**src/rtl/serial_frame_collector.sv**
```systemverilog
// Serial frame receiver: hunts for PATTERN, then deserialises PAYLOAD_W bits into data_out.
// sync_det is zero-latency; data_valid holds the frame until data_ready, and valid bits arriving meanwhile set overrun.
module serial_frame_collector #(
  parameter int               PAT_W     = 7,
  parameter logic [PAT_W-1:0] PATTERN   = 7'b0111110,
  parameter int               PAYLOAD_W = 8,
  parameter bit               MSB_FIRST = 1'b1,
  parameter int               CNT_W     = 8
) (
  input  logic                 clk,
  input  logic                 rst,
  input  logic                 ser_in,
  input  logic                 in_valid,
  input  logic                 clr,
  input  logic                 data_ready,
  output logic                 sync_det,
  output logic [PAYLOAD_W-1:0] data_out,
  output logic                 data_valid,
  output logic                 busy,
  output logic [CNT_W-1:0]     frame_cnt,
  output logic                 overrun
);

  localparam logic [1:0] HUNT    = 2'd0;
  localparam logic [1:0] COLLECT = 2'd1;
  localparam logic [1:0] HOLD    = 2'd2;

  localparam int HC_W = $clog2(PAT_W);
  localparam int BC_W = (PAYLOAD_W > 1) ? $clog2(PAYLOAD_W) : 1;
  localparam logic [HC_W-1:0] HC_MAX  = HC_W'(PAT_W - 1);
  localparam logic [BC_W-1:0] BC_LAST = BC_W'(PAYLOAD_W - 1);

  logic [1:0]           state_q, state_d;
  logic [PAT_W-2:0]     hist_q, hist_d;
  logic [HC_W-1:0]      hist_cnt_q, hist_cnt_d;
  logic [BC_W-1:0]      bit_cnt_q, bit_cnt_d;
  logic [PAYLOAD_W-1:0] data_q, data_d;
  logic                 data_valid_q, data_valid_d;
  logic [CNT_W-1:0]     frame_cnt_q, frame_cnt_d;
  logic                 overrun_q, overrun_d;

  // Current bit appended to the history; the full window is what gets compared.
  logic [PAT_W-1:0] window;
  logic             match;

  assign window = {hist_q, ser_in};
  assign match  = in_valid & (hist_cnt_q == HC_MAX) & (window == PATTERN);

  assign sync_det   = match & (state_q == HUNT) & ~clr & ~rst;
  assign data_out   = data_q;
  assign data_valid = data_valid_q;
  assign busy       = (state_q != HUNT);
  assign frame_cnt  = frame_cnt_q;
  assign overrun    = overrun_q;

  always_comb begin
    state_d      = state_q;
    hist_d       = hist_q;
    hist_cnt_d   = hist_cnt_q;
    bit_cnt_d    = bit_cnt_q;
    data_d       = data_q;
    data_valid_d = data_valid_q;
    frame_cnt_d  = frame_cnt_q;
    overrun_d    = overrun_q;
    if (clr) begin
      state_d      = HUNT;
      hist_cnt_d   = '0;
      bit_cnt_d    = '0;
      data_valid_d = 1'b0;
      overrun_d    = 1'b0;
    end else begin
      case (state_q)
        HUNT: begin
          if (in_valid) begin
            hist_d = window[PAT_W-2:0];
            if (hist_cnt_q != HC_MAX) hist_cnt_d = hist_cnt_q + HC_W'(1);
            if (match) begin
              state_d   = COLLECT;
              bit_cnt_d = '0;
            end
          end
        end
        COLLECT: begin
          if (in_valid) begin
            if (MSB_FIRST) data_d = (data_q << 1) | PAYLOAD_W'(ser_in);
            else           data_d = (data_q >> 1) | (PAYLOAD_W'(ser_in) << (PAYLOAD_W - 1));
            if (bit_cnt_q == BC_LAST) begin
              state_d      = HOLD;
              data_valid_d = 1'b1;
              bit_cnt_d    = '0;
            end else begin
              bit_cnt_d = bit_cnt_q + BC_W'(1);
            end
          end
        end
        HOLD: begin
          // Bits arriving while the frame is parked are dropped, including in the handshake cycle.
          if (in_valid) overrun_d = 1'b1;
          if (data_ready) begin
            data_valid_d = 1'b0;
            frame_cnt_d  = frame_cnt_q + CNT_W'(1);
            hist_cnt_d   = '0;
            state_d      = HUNT;
          end
        end
        default: state_d = HUNT;
      endcase
    end
  end

  always_ff @(posedge clk or posedge rst) begin
    if (rst) begin
      state_q      <= HUNT;
      hist_q       <= '0;
      hist_cnt_q   <= '0;
      bit_cnt_q    <= '0;
      data_q       <= '0;
      data_valid_q <= 1'b0;
      frame_cnt_q  <= '0;
      overrun_q    <= 1'b0;
    end else begin
      state_q      <= state_d;
      hist_q       <= hist_d;
      hist_cnt_q   <= hist_cnt_d;
      bit_cnt_q    <= bit_cnt_d;
      data_q       <= data_d;
      data_valid_q <= data_valid_d;
      frame_cnt_q  <= frame_cnt_d;
      overrun_q    <= overrun_d;
    end
  end

endmodule

```
**config.mk**
```make
export PLATFORM = sky130hd
export DESIGN_NAME = serial_frame_collector
export DESIGN_NICKNAME = d
export VERILOG_FILES = /design/src/rtl/serial_frame_collector.sv
export SDC_FILE = /design/constraint.sdc
export NUM_CORES = 1
export LEC_CHECK = 0
export CAP_MARGIN = 20
export CELL_PAD_IN_SITES_DETAIL_PLACEMENT = 1
export CELL_PAD_IN_SITES_GLOBAL_PLACEMENT = 1
export CORE_ASPECT_RATIO = 1.4
export CORE_MARGIN = 8
export CORE_UTILIZATION = 37
export DETAILED_ROUTE_END_ITERATION = 16
export PLACE_DENSITY = 0.85
export SETUP_SLACK_MARGIN = 0.1
export SYNTH_ARGS = -nofsm -noshare
export SYNTH_HDL_FRONTEND = slang
export SYNTH_SLANG_ARGS = --single-unit
```
**constraint.sdc**
```tcl
create_clock -name clk -period 1.75 [get_ports clk]
set_input_delay 0.4375 -clock clk [delete_from_list [all_inputs] [get_ports clk]]
set_output_delay 0.4375 -clock clk [all_outputs]
set_load 0.05 [all_outputs]
```
==> out/qor.yml, run 1 <==
route:
  ant_nets: 0
  vias_per_cell: 5.268
  drc: 0
  drt_wl_total_um: 4410
  dr.pass1.iters: 4
  wl_per_cell_um: 19.34
  vias: 1201
  first_iter_violations: 42
critical_path:
  startpoint: "hist_cnt_q[0]$_DFFE_PP0P_"
  worstPathArrival_ns: 1.96
  crit_buf_inv: 2
  rrSetupSlack_ns: -0.43
  critPathTopFamily: "simple AND/OR/NAND/NOR gates"
  critPathRequiredTime_ns: 1.31
  max_stage_delay_ns: 0.54
  crit_chain: "inv_2 > ha_4 > nand4b_1 > or4b_4 > nor3b_4 > buf_12"
  start_kind: "flip-flop"
  worst_setup_path_end_kind: "output pin"
  crit_type: "reg -> out"
  cp_slowest_cell: "or4b_4"
  worstRegToRegCells: 8
  crit_fanout: 2
  regToRegStartpoint: "hist_cnt_q[0]$_DFFE_PP0P_"
  reg2reg_to: "bit_cnt_q[2]$_DFFE_PP0P_"
place:
  io_buffers: 25
  post-place-ws_ns: -0.6650
  postPlaceCellArea_um2: 2009
  dp_hpwl_um: 2944
  numPlacedInstances: 208
  gp_congestion: 0.7345
timing:
  fin_hold_ws_ns: 0.4840
  hold_violations: 0
  period_share_pct: 137.1
  finalMaxSlewViolations: 0
  skew_ns: 0.006425
  setup_viol: 6
  rsz0062_at_grt: "true"
  slew-limit-headroom_pct: 73.78
  min_period_ns: 2.399
  max_freq_mhz: 416.9
  worst_pin_slew_ns: 0.3928
  setup_tns_ns: -2.149
  setup_ws_ns: -0.6486
clocking:
  path_clk_slew_ns: 0.06
  cts_max_path_buffers: 2
  cts_root_buf: "clkbuf_8"
  insertion_delay_ns: 0.28
  cts_tree: "yes"
  clkSinkCount: 32
  h-tree-depth: 2
  cts_buffers: 5
floorplanning:
  dieArea_um2: 6382
  coreArea_um2: 3919
  ioPinCount: 26
  die_h_um: 91.38
  start_util_pct: 38.31
  rows: 27
  die_x_um: 69.84
grt:
  antenna_found_initial: 0
  grt_pass1_wl_um: 7465
  grt_max_degree: 21
  grt_usage_pct: 14.37
  grt-ovfl-total: 0
  grt_pass1_vias: 1419
outcome:
  status: "complete, but fails checks"
  violations: "setup timing"
synth:
  syn_avg_cell_area_um2: 12.21
  ys_seq_elements: 32
  yosysWarnings: 0
  yosysSeqAreaShare_pct: 53.33
  synthDistinctLibCells: 35
  syn_nets: 134
  netlist_area_um2: 1501
  syn_inst: 123
hold_path:
  min_to: "frame_cnt[7]$_DFFE_PP0P_"
  hold_path_class: "reg -> reg"
  worstHoldStart: "frame_cnt[7]$_DFFE_PP0P_"
  hold_depth: 1
finish:
  seq_area_um2: 802.0
  diodes: 0
  drive_gt1_share_pct: 49.73
  final_cells: 228
  fin_util_pct: 57.76
  multiInputGateArea_um2: 737.0
  fillers: 415
  final_nets: 196
  design_area_um2: 2263
  syn_to_final_growth_pct: 50.75
run:
  cap_violations: 0
pwr:
  p_per_area_nw_per_um2: 695.6
  p_total_mw: 1.575
  ir_drop_mv: 0.7278
  p_leak_nw: 1.096
-- cell families after synthesis --
family                   share of synthesized area, %
adder cells (fa/ha/maj)                         4.167
multiplexers                                    13.50
XOR/XNOR                                        4.083
flip-flops                                      53.33
buffers and inverters                           2.416
AND/OR/NAND/NOR                                 17.58
AO/OA/AOI/OAI                                   4.917
-- layout by cell type (no fill, tap or decap), types with 2 or more instances in the layout --
master           synthesis  layout
a21oi_1                  6       5
buf_12                   0       7
buf_4                    0      41
buf_6                    0       6
clkbuf_8                 0       5
clkdlybuf4s50_1          0       3
dfrtp_1                 32      31
dlygate4sd2_1            0       2
ha_1                     5       4
inv_1                    4       3
mux2_1                   6       3
mux2_2                  12      12
mux2_4                   0       3
nand2_1                  8       8
nand2b_1                 2       2
nand3_1                  2       2
nand4_1                  5       5
nor2_1                   6       6
nor3b_4                  1       2
xnor2_1                  6       6
-- worst max-delay path by stage --
stage,depth (start not counted),slack (ns),endpoint
floorplan,5,-0.44,sync_det
global placement,5,-0.62,sync_det
detailed placement,5,-0.66,sync_det
CTS,6,-0.67,sync_det
global route,6,-0.72,sync_det
finish,6,-0.65,sync_det
-- state kept, by name, indices dropped and copies added, names as in the netlist --
signal and count:
bit_cnt_q 3, hist_q 6, data_valid 1, state_q 2
hist_cnt_q 3, frame_cnt 8, data_out 8, overrun 1
-- Yosys cell counts --
cell type / count / area, um2
mux2_2: 12 / 135.1
clkbuf_1: 2 / 7.510
ha_1: 5 / 62.56
nor3b_1: 2 / 15.01
xnor2_1: 6 / 52.55
a21oi_4: 1 / 16.27
nor3b_4: 1 / 18.77
nand2_1: 8 / 30.03
nor4bb_1: 2 / 20.02
nor4b_1: 1 / 8.760
buf_1: 1 / 3.750
or2_2: 1 / 6.260
or3_1: 1 / 6.260
nand2b_1: 2 / 12.51
nor3_1: 1 / 5.000
xor2_1: 1 / 8.760
or4b_4: 1 / 13.76
and3_1: 2 / 12.51
nand4_1: 5 / 31.28
o21ai_0: 1 / 5.000
nand2b_4: 1 / 13.76
nor3_2: 1 / 10.01
nor2_1: 6 / 22.52
nor2b_1: 2 / 12.51
buf_2: 2 / 10.01
nand3_1: 2 / 10.01
mux2_1: 6 / 67.56
a21oi_1: 6 / 30.03
o32ai_1: 1 / 8.760
dfrtp_1: 32 / 800.8
o21ai_1: 1 / 5.000
a211o_1: 1 / 8.760
nor4_1: 1 / 6.260
nand4b_1: 1 / 8.760
inv_1: 4 / 15.01
-- final cells by class --
class,count,area share [%]
sequential,32,35.43
inverter,4,0.6634
timing repair buffer,60,25.54
multi-input combinational,82,32.56
clock inverter,1,0.2211
clock buffer,6,3.206
tap,43,2.377
-- per-layer routing --
layer,part of all wire (%),vias up,track usage (%)
met5,0,-,0
met1,37,609,14.14
li1,-,555,-
met4,2.9,0,6.723
met3,4.5,9,4.575
met2,55,28,26.36
-- repair_timing --
action,4_1_cts,5_1_grt
setup buffers,9,5
hold buffers,0,0
resized for setup,16,7
pin swaps,6,4
setup endpoints to repair,24,13
-- where the power goes --
| group | internal, mW | switching (mW) |
|---|---|---|
| Combinational | 0.125 | 0.0926 |
| Clock | 0.270 | 0.254 |
| Sequential | 0.793 | 0.0398 |
No activity file was read; power rests on OpenSTA's default activity.
==> inputs of run 2 (changes only) <==
- CORE_ASPECT_RATIO: 1.4 -> 0.8
==> out/qor.yml, run 2 (synthesis gave the netlist of run 1 again) <==
floorplanning:
  dieArea_um2: 6365  # was 6382 um2
  die_h_um: 72.98  # was 91.38 um
  die_x_um: 87.22  # was 69.84 um
  coreArea_um2: 3854  # was 3919 um2
  start_util_pct: 38.96  # was 38.31%
  ioPinCount: 26  # unchanged
  rows: 20  # was 27
place:
  dp_hpwl_um: 2735  # was 2944 um
  postPlaceCellArea_um2: 2012  # was 2009 um2
  numPlacedInstances: 220  # was 208
  io_buffers: 25  # unchanged
  gp_congestion: 0.7598  # was 0.7345
route:
  ant_nets: 0  # unchanged
  wl_per_cell_um: 16.63  # was 19.34 um
  first_iter_violations: 39  # was 42
  drc: 0  # unchanged
  dr.pass1.iters: 2  # was 4
  drt_wl_total_um: 3957  # was 4410 um
  vias: 1174  # was 1201
  vias_per_cell: 4.933  # was 5.268
timing:
  period_share_pct: 133.8  # was 137.1%
  worst_pin_slew_ns: 0.3489  # was 0.3928 ns
  max_freq_mhz: 427.0  # was 416.9 MHz
  rsz0062_at_grt: "true"  # unchanged
  slew-limit-headroom_pct: 76.41  # was 73.78%
  setup_tns_ns: -2.190  # was -2.149 ns
  hold_violations: 0  # unchanged
  finalMaxSlewViolations: 0  # unchanged
  setup_viol: 5  # was 6
  skew_ns: 0.008096  # was 0.006425 ns
  min_period_ns: 2.342  # was 2.399 ns
  fin_hold_ws_ns: 0.4791  # was 0.4840 ns
  setup_ws_ns: -0.5918  # was -0.6486 ns
grt:
  grt_pass1_vias: 1303  # was 1419
  antenna_found_initial: 0  # unchanged
  grt_pass1_wl_um: 6520  # was 7465 um
  grt-ovfl-total: 0  # unchanged
  grt_usage_pct: 13.25  # was 14.37%
  grt_max_degree: 24  # was 21
critical_path:
  cp_slowest_cell: "or4b_4"  # unchanged
  critPathRequiredTime_ns: 1.31  # about the same
  worstPathArrival_ns: 1.90  # was 1.96 ns
  start_kind: "flip-flop"  # unchanged
  worstRegToRegCells: 9  # was 8
  worst_setup_path_end_kind: "output pin"  # unchanged
  crit_chain: "inv_2 > ha_4 > nand4b_1 > or4b_4 > nor3b_4 > buf_12"  # unchanged
  rrSetupSlack_ns: -0.47  # was -0.43 ns
  crit_type: "reg -> out"  # unchanged
  max_stage_delay_ns: 0.51  # was 0.54 ns
  crit_fanout: 2  # unchanged
finish:
  final_cells: 238  # was 228
  final_nets: 193  # was 196
  design_area_um2: 2237  # was 2263 um2
  syn_to_final_growth_pct: 49.00  # was 50.75%
  fillers: 407  # was 415
  drive_gt1_share_pct: 48.63  # was 49.73%
  fin_util_pct: 58.05  # was 57.76%
  diodes: 0  # unchanged
  layout_common_cells: "buf_4 (43), dfrtp_1 (30), mux2_2 (12), nand2_1 (8)"  # was buf_4 (41), dfrtp_1 (31), mux2_2 (12), nand2_1 (8), buf_12 (7)
  final_common_cell: "buf_4"  # unchanged
clocking:
  cts_max_path_buffers: 2  # unchanged
  path_clk_slew_ns: 0.07  # was 0.06 ns
  insertion_delay_ns: 0.28  # about the same
  clkSinkCount: 32  # unchanged
  h-tree-depth: 2  # unchanged
  cts_root_buf: "clkbuf_8"  # unchanged
  cts_buffers: 5  # unchanged
  cts_tree: "yes"  # unchanged
pwr:
  p_per_area_nw_per_um2: 725.8  # was 695.6 nW/um2
  p_leak_nw: 1.087  # was 1.096 nW
  ir_drop_mv: 0.3696  # was 0.7278 mV
run:
  cap_violations: 0  # unchanged
hold_path:
  hold_path_class: "reg -> reg"  # unchanged
  hold_depth: 1  # unchanged
outcome:
  violations: "setup timing"  # unchanged
  status: "complete, but fails checks"  # unchanged
-- run 2: worst max-delay path: cells and delay by family (launching register included) --
family        cells  cell delay, ns
simple gates      3            0.84
flops             1            0.39
buf+inv           2            0.26
fa+ha+maj         1            0.13
-- run 2: final timing paths --
path,startpoint,endpoint
max in group asynchronous,rst,frame_cnt[6]$_DFFE_PP0P_
min in group asynchronous,rst,data_valid$_DFFE_PP0P_
hold / removal,frame_cnt[7]$_DFFE_PP0P_,frame_cnt[7]$_DFFE_PP0P_
setup / recovery,hist_cnt_q[0]$_DFFE_PP0P_,sync_det
setup reg to reg,hist_cnt_q[0]$_DFFE_PP0P_,bit_cnt_q[1]$_DFFE_PP0P_
hold reg to reg,frame_cnt[7]$_DFFE_PP0P_,frame_cnt[7]$_DFFE_PP0P_
-- run 2: what timing repair did --
item / in CTS / in global routing
setup buffers: 5 / 6
hold buffers: 0 / 0
setup endpoints to repair: 28 / 8
pin swaps: 5 / 5
gates resized for setup: 14 / 4
endpoints found under the hold margin: 0 / 0
-- run 2: routing by layer --
layer	vias up	wire length, um	part of all wire (%)	GRT usage, %
met5	-	0	0	0
met4	0	59	1.5	2.852
met3	7	227	5.7	4.837
met2	30	1988	50	23.67
met1	588	1681	42	14.65
li1	549	-	-	-
-- run 2: report_power, final --
part	total, mW	internal (mW)	switching [mW]	leakage [nW]
Clock	0.586	0.314	0.273	0.0510
Combinational	0.212	0.121	0.0911	0.605
Sequential	0.825	0.793	0.0323	0.430
-- run 2: area by class of cell --
class,count,area (um2),area share [%]
clock buffer,6,82.58,3.691
clock inverter,2,10.01,0.4474
inverter,4,15.01,0.6711
multi-input combinational,82,726.9,32.49
sequential,32,803.3,35.91
tap,55,68.82,3.076
timing repair buffer,57,530.5,23.71
-- run 2: stage by stage --
step           power (mW)  worst slack (ns)
2_1_floorplan      0.9206           -0.4387
3_3_place_gp        1.014           -0.6318
3_5_place_dp        1.031           -0.6522
4_1_cts             1.636           -0.6195
5_1_grt             1.701           -0.6658
6_report            1.624           -0.5918
==> inputs of run 3 (changes only) <==
- CORE_UTILIZATION: 37 -> 41
- PLACE_DENSITY: 0.85 -> 0.89
- clock period: 1.75 -> 2.49 ns (I/O delays scaled with it)
==> out/qor.yml, run 3 (synthesis gave the netlist of run 1 again) <==
outcome:
  status: "complete, but fails checks"  # unchanged
  violations: "setup timing"  # unchanged
critical_path:
  crit_fanout: 2  # unchanged
  worst_setup_path_end_kind: "output pin"  # unchanged
  critPathRequiredTime_ns: 1.87  # was 1.31 ns
  crit_type: "reg -> out"  # unchanged
  start_kind: "flip-flop"  # unchanged
  crit_chain: "inv_2 > ha_4 > nand4b_1 > or4b_4 > nor3b_4 > buf_12"  # unchanged
  max_stage_delay_ns: 0.52  # was 0.51 ns
  worstPathArrival_ns: 1.89  # was 1.90 ns
  cp_slowest_cell: "or4b_4"  # unchanged
timing:
  finalMaxSlewViolations: 0  # unchanged
  rsz0062_at_grt: "true"  # unchanged
  skew_ns: 0.008017  # was 0.008096 ns
  fin_hold_ws_ns: 0.4805  # was 0.4791 ns
  hold_violations: 0  # unchanged
  slew-limit-headroom_pct: 65.36  # was 76.41%
  period_share_pct: 101.1
  setup_ws_ns: -0.02677  # was -0.5918 ns
  max_freq_mhz: 397.3
  setup_tns_ns: -0.02677  # was -2.190 ns
  setup_viol: 1  # was 5
  min_period_ns: 2.517
  worst_pin_slew_ns: 0.5180  # was 0.3489 ns
route:
  dr.pass1.iters: 4  # was 2
  vias_per_cell: 5.197  # was 4.933
  wl_per_cell_um: 15.64  # was 16.63 um
  drt_wl_total_um: 3174  # was 3957 um
  ant_nets: 0  # unchanged
  vias: 1055  # was 1174
  drc: 0  # unchanged
  first_iter_violations: 37  # was 39
finish:
  diodes: 0  # unchanged
  drive_gt1_share_pct: 24.22  # was 48.63%
  final_common_cell: "dfrtp_1"  # was buf_4
  layout_common_cells: "dfrtp_1 (32), clkdlybuf4s50_1 (22), mux2_2 (12), buf_4 (9), nand2_1 (8)"  # was buf_4 (43), dfrtp_1 (30), mux2_2 (12), nand2_1 (8)
  final_nets: 171  # was 193
  syn_to_final_growth_pct: 33.92  # was 49.00%
  final_cells: 203  # was 238
  design_area_um2: 2011  # was 2237 um2
place:
  postPlaceCellArea_um2: 1877  # was 2012 um2
  numPlacedInstances: 193  # was 220
  io_buffers: 25  # unchanged
  gp_congestion: 0.7359  # was 0.7598
  dp_hpwl_um: 2384  # was 2735 um
grt:
  grt_max_degree: 25  # was 24
  grt_pass1_vias: 1164  # was 1303
  grt-ovfl-total: 0  # unchanged
  grt_usage_pct: 11.36  # was 13.25%
  grt_pass1_wl_um: 5664  # was 6520 um
  antenna_found_initial: 0  # unchanged
clocking:
  ctsHoldBuffers: 0  # unchanged
  cts_max_path_buffers: 2  # unchanged
  path_clk_slew_ns: 0.06  # was 0.07 ns
  cts_root_buf: "clkbuf_8"  # unchanged
  clkSinkCount: 32  # unchanged
  h-tree-depth: 2  # unchanged
  insertion_delay_ns: 0.27  # was 0.28 ns
  cts_tree: "yes"  # unchanged
  cts_buffers: 5  # unchanged
floorplanning:
  ioPinCount: 26  # unchanged
  rows: 19  # was 20
  dieArea_um2: 5866  # was 6365 um2
  start_util_pct: 43.26  # was 38.96%
  die_h_um: 70.13  # was 72.98 um
  coreArea_um2: 3471  # was 3854 um2
  die_x_um: 83.66  # was 87.22 um
pwr:
  p_total_mw: 1.153  # was 1.624 mW
  p_leak_nw: 0.9179  # was 1.087 nW
  ir_drop_mv: 0.4013  # was 0.3696 mV
  p_per_area_nw_per_um2: 573.5  # was 725.8 nW/um2
run:
  cap_violations: 0  # unchanged
hold_path:
  hold_path_class: "reg -> reg"  # unchanged
-- run 3: final timing paths --
kind,startpoint,to,slack [ns],depth (start not counted)
worst min-delay path,frame_cnt[7]$_DFFE_PP0P_,frame_cnt[7]$_DFFE_PP0P_,0.48,1
max in group asynchronous,rst,frame_cnt[4]$_DFFE_PP0P_,1.29,3
worst max-delay path,hist_cnt_q[0]$_DFFE_PP0P_,sync_det,-0.03,6
min in group asynchronous,rst,bit_cnt_q[2]$_DFFE_PP0P_,0.73,2
worst min register to register,frame_cnt[7]$_DFFE_PP0P_,frame_cnt[7]$_DFFE_PP0P_,0.48,1
worst max register to register,hist_cnt_q[0]$_DFFE_PP0P_,bit_cnt_q[2]$_DFFE_PP0P_,0.47,7
-- run 3: area by class of cell --
type | instances | area (um2)
Clock buffer | 6 | 72.57
Clock inverter | 2 | 35.03
Fill cell | 362 | 1460
Inverter | 4 | 15.01
Multi-Input combinational cell | 82 | 688.2
Sequential cell | 32 | 800.8
Tap cell | 42 | 52.55
Timing Repair Buffer | 35 | 346.6
-- run 3: critical path: cells and delay by family, from the launching register on --
kind / cells / cell delay [ns]
simple gates: 3 / 0.85
fa+ha+maj: 1 / 0.12
buf+inv: 2 / 0.26
flops: 1 / 0.40
-- run 3: through the flow --
step / setup slack (ns) / utilization (%)
6_report: -0.02677 / 57.93
5_1_grt: -0.1295 / 57.93
4_1_cts: -0.05629 / 57.93
3_5_place_dp: -0.2822 / 54.07
3_3_place_gp: -0.2622 / 54.07
2_1_floorplan: 0.1148 / -
-- run 3: what timing repair did --
item	CTS	global route
gates resized for setup	6	0
setup buffers	2	0
pin swaps	3	1
endpoints found under the setup margin	1	1
-- run 3: power by group --
| group | total (mW) | leakage (nW) | internal (mW) | switching [mW] |
|---|---|---|---|---|
| registers | 0.583 | 0.434 | 0.557 | 0.0257 |
| clock network | 0.474 | 0.0552 | 0.297 | 0.177 |
| logic | 0.0963 | 0.429 | 0.0537 | 0.0426 |
-- run 3: routing by layer --
layer / global-route usage (%) / share of wire (%) / vias to the layer above / routed length [um]
li1: - / - / 506 / -
met1: 13.69 / 46 / 527 / 1466
met2: 18.56 / 47 / 22 / 1503
met3: 5.330 / 6.4 / 0 / 204
met4: 1.147 / 0 / 0 / 0
met5: 0 / 0 / - / 0
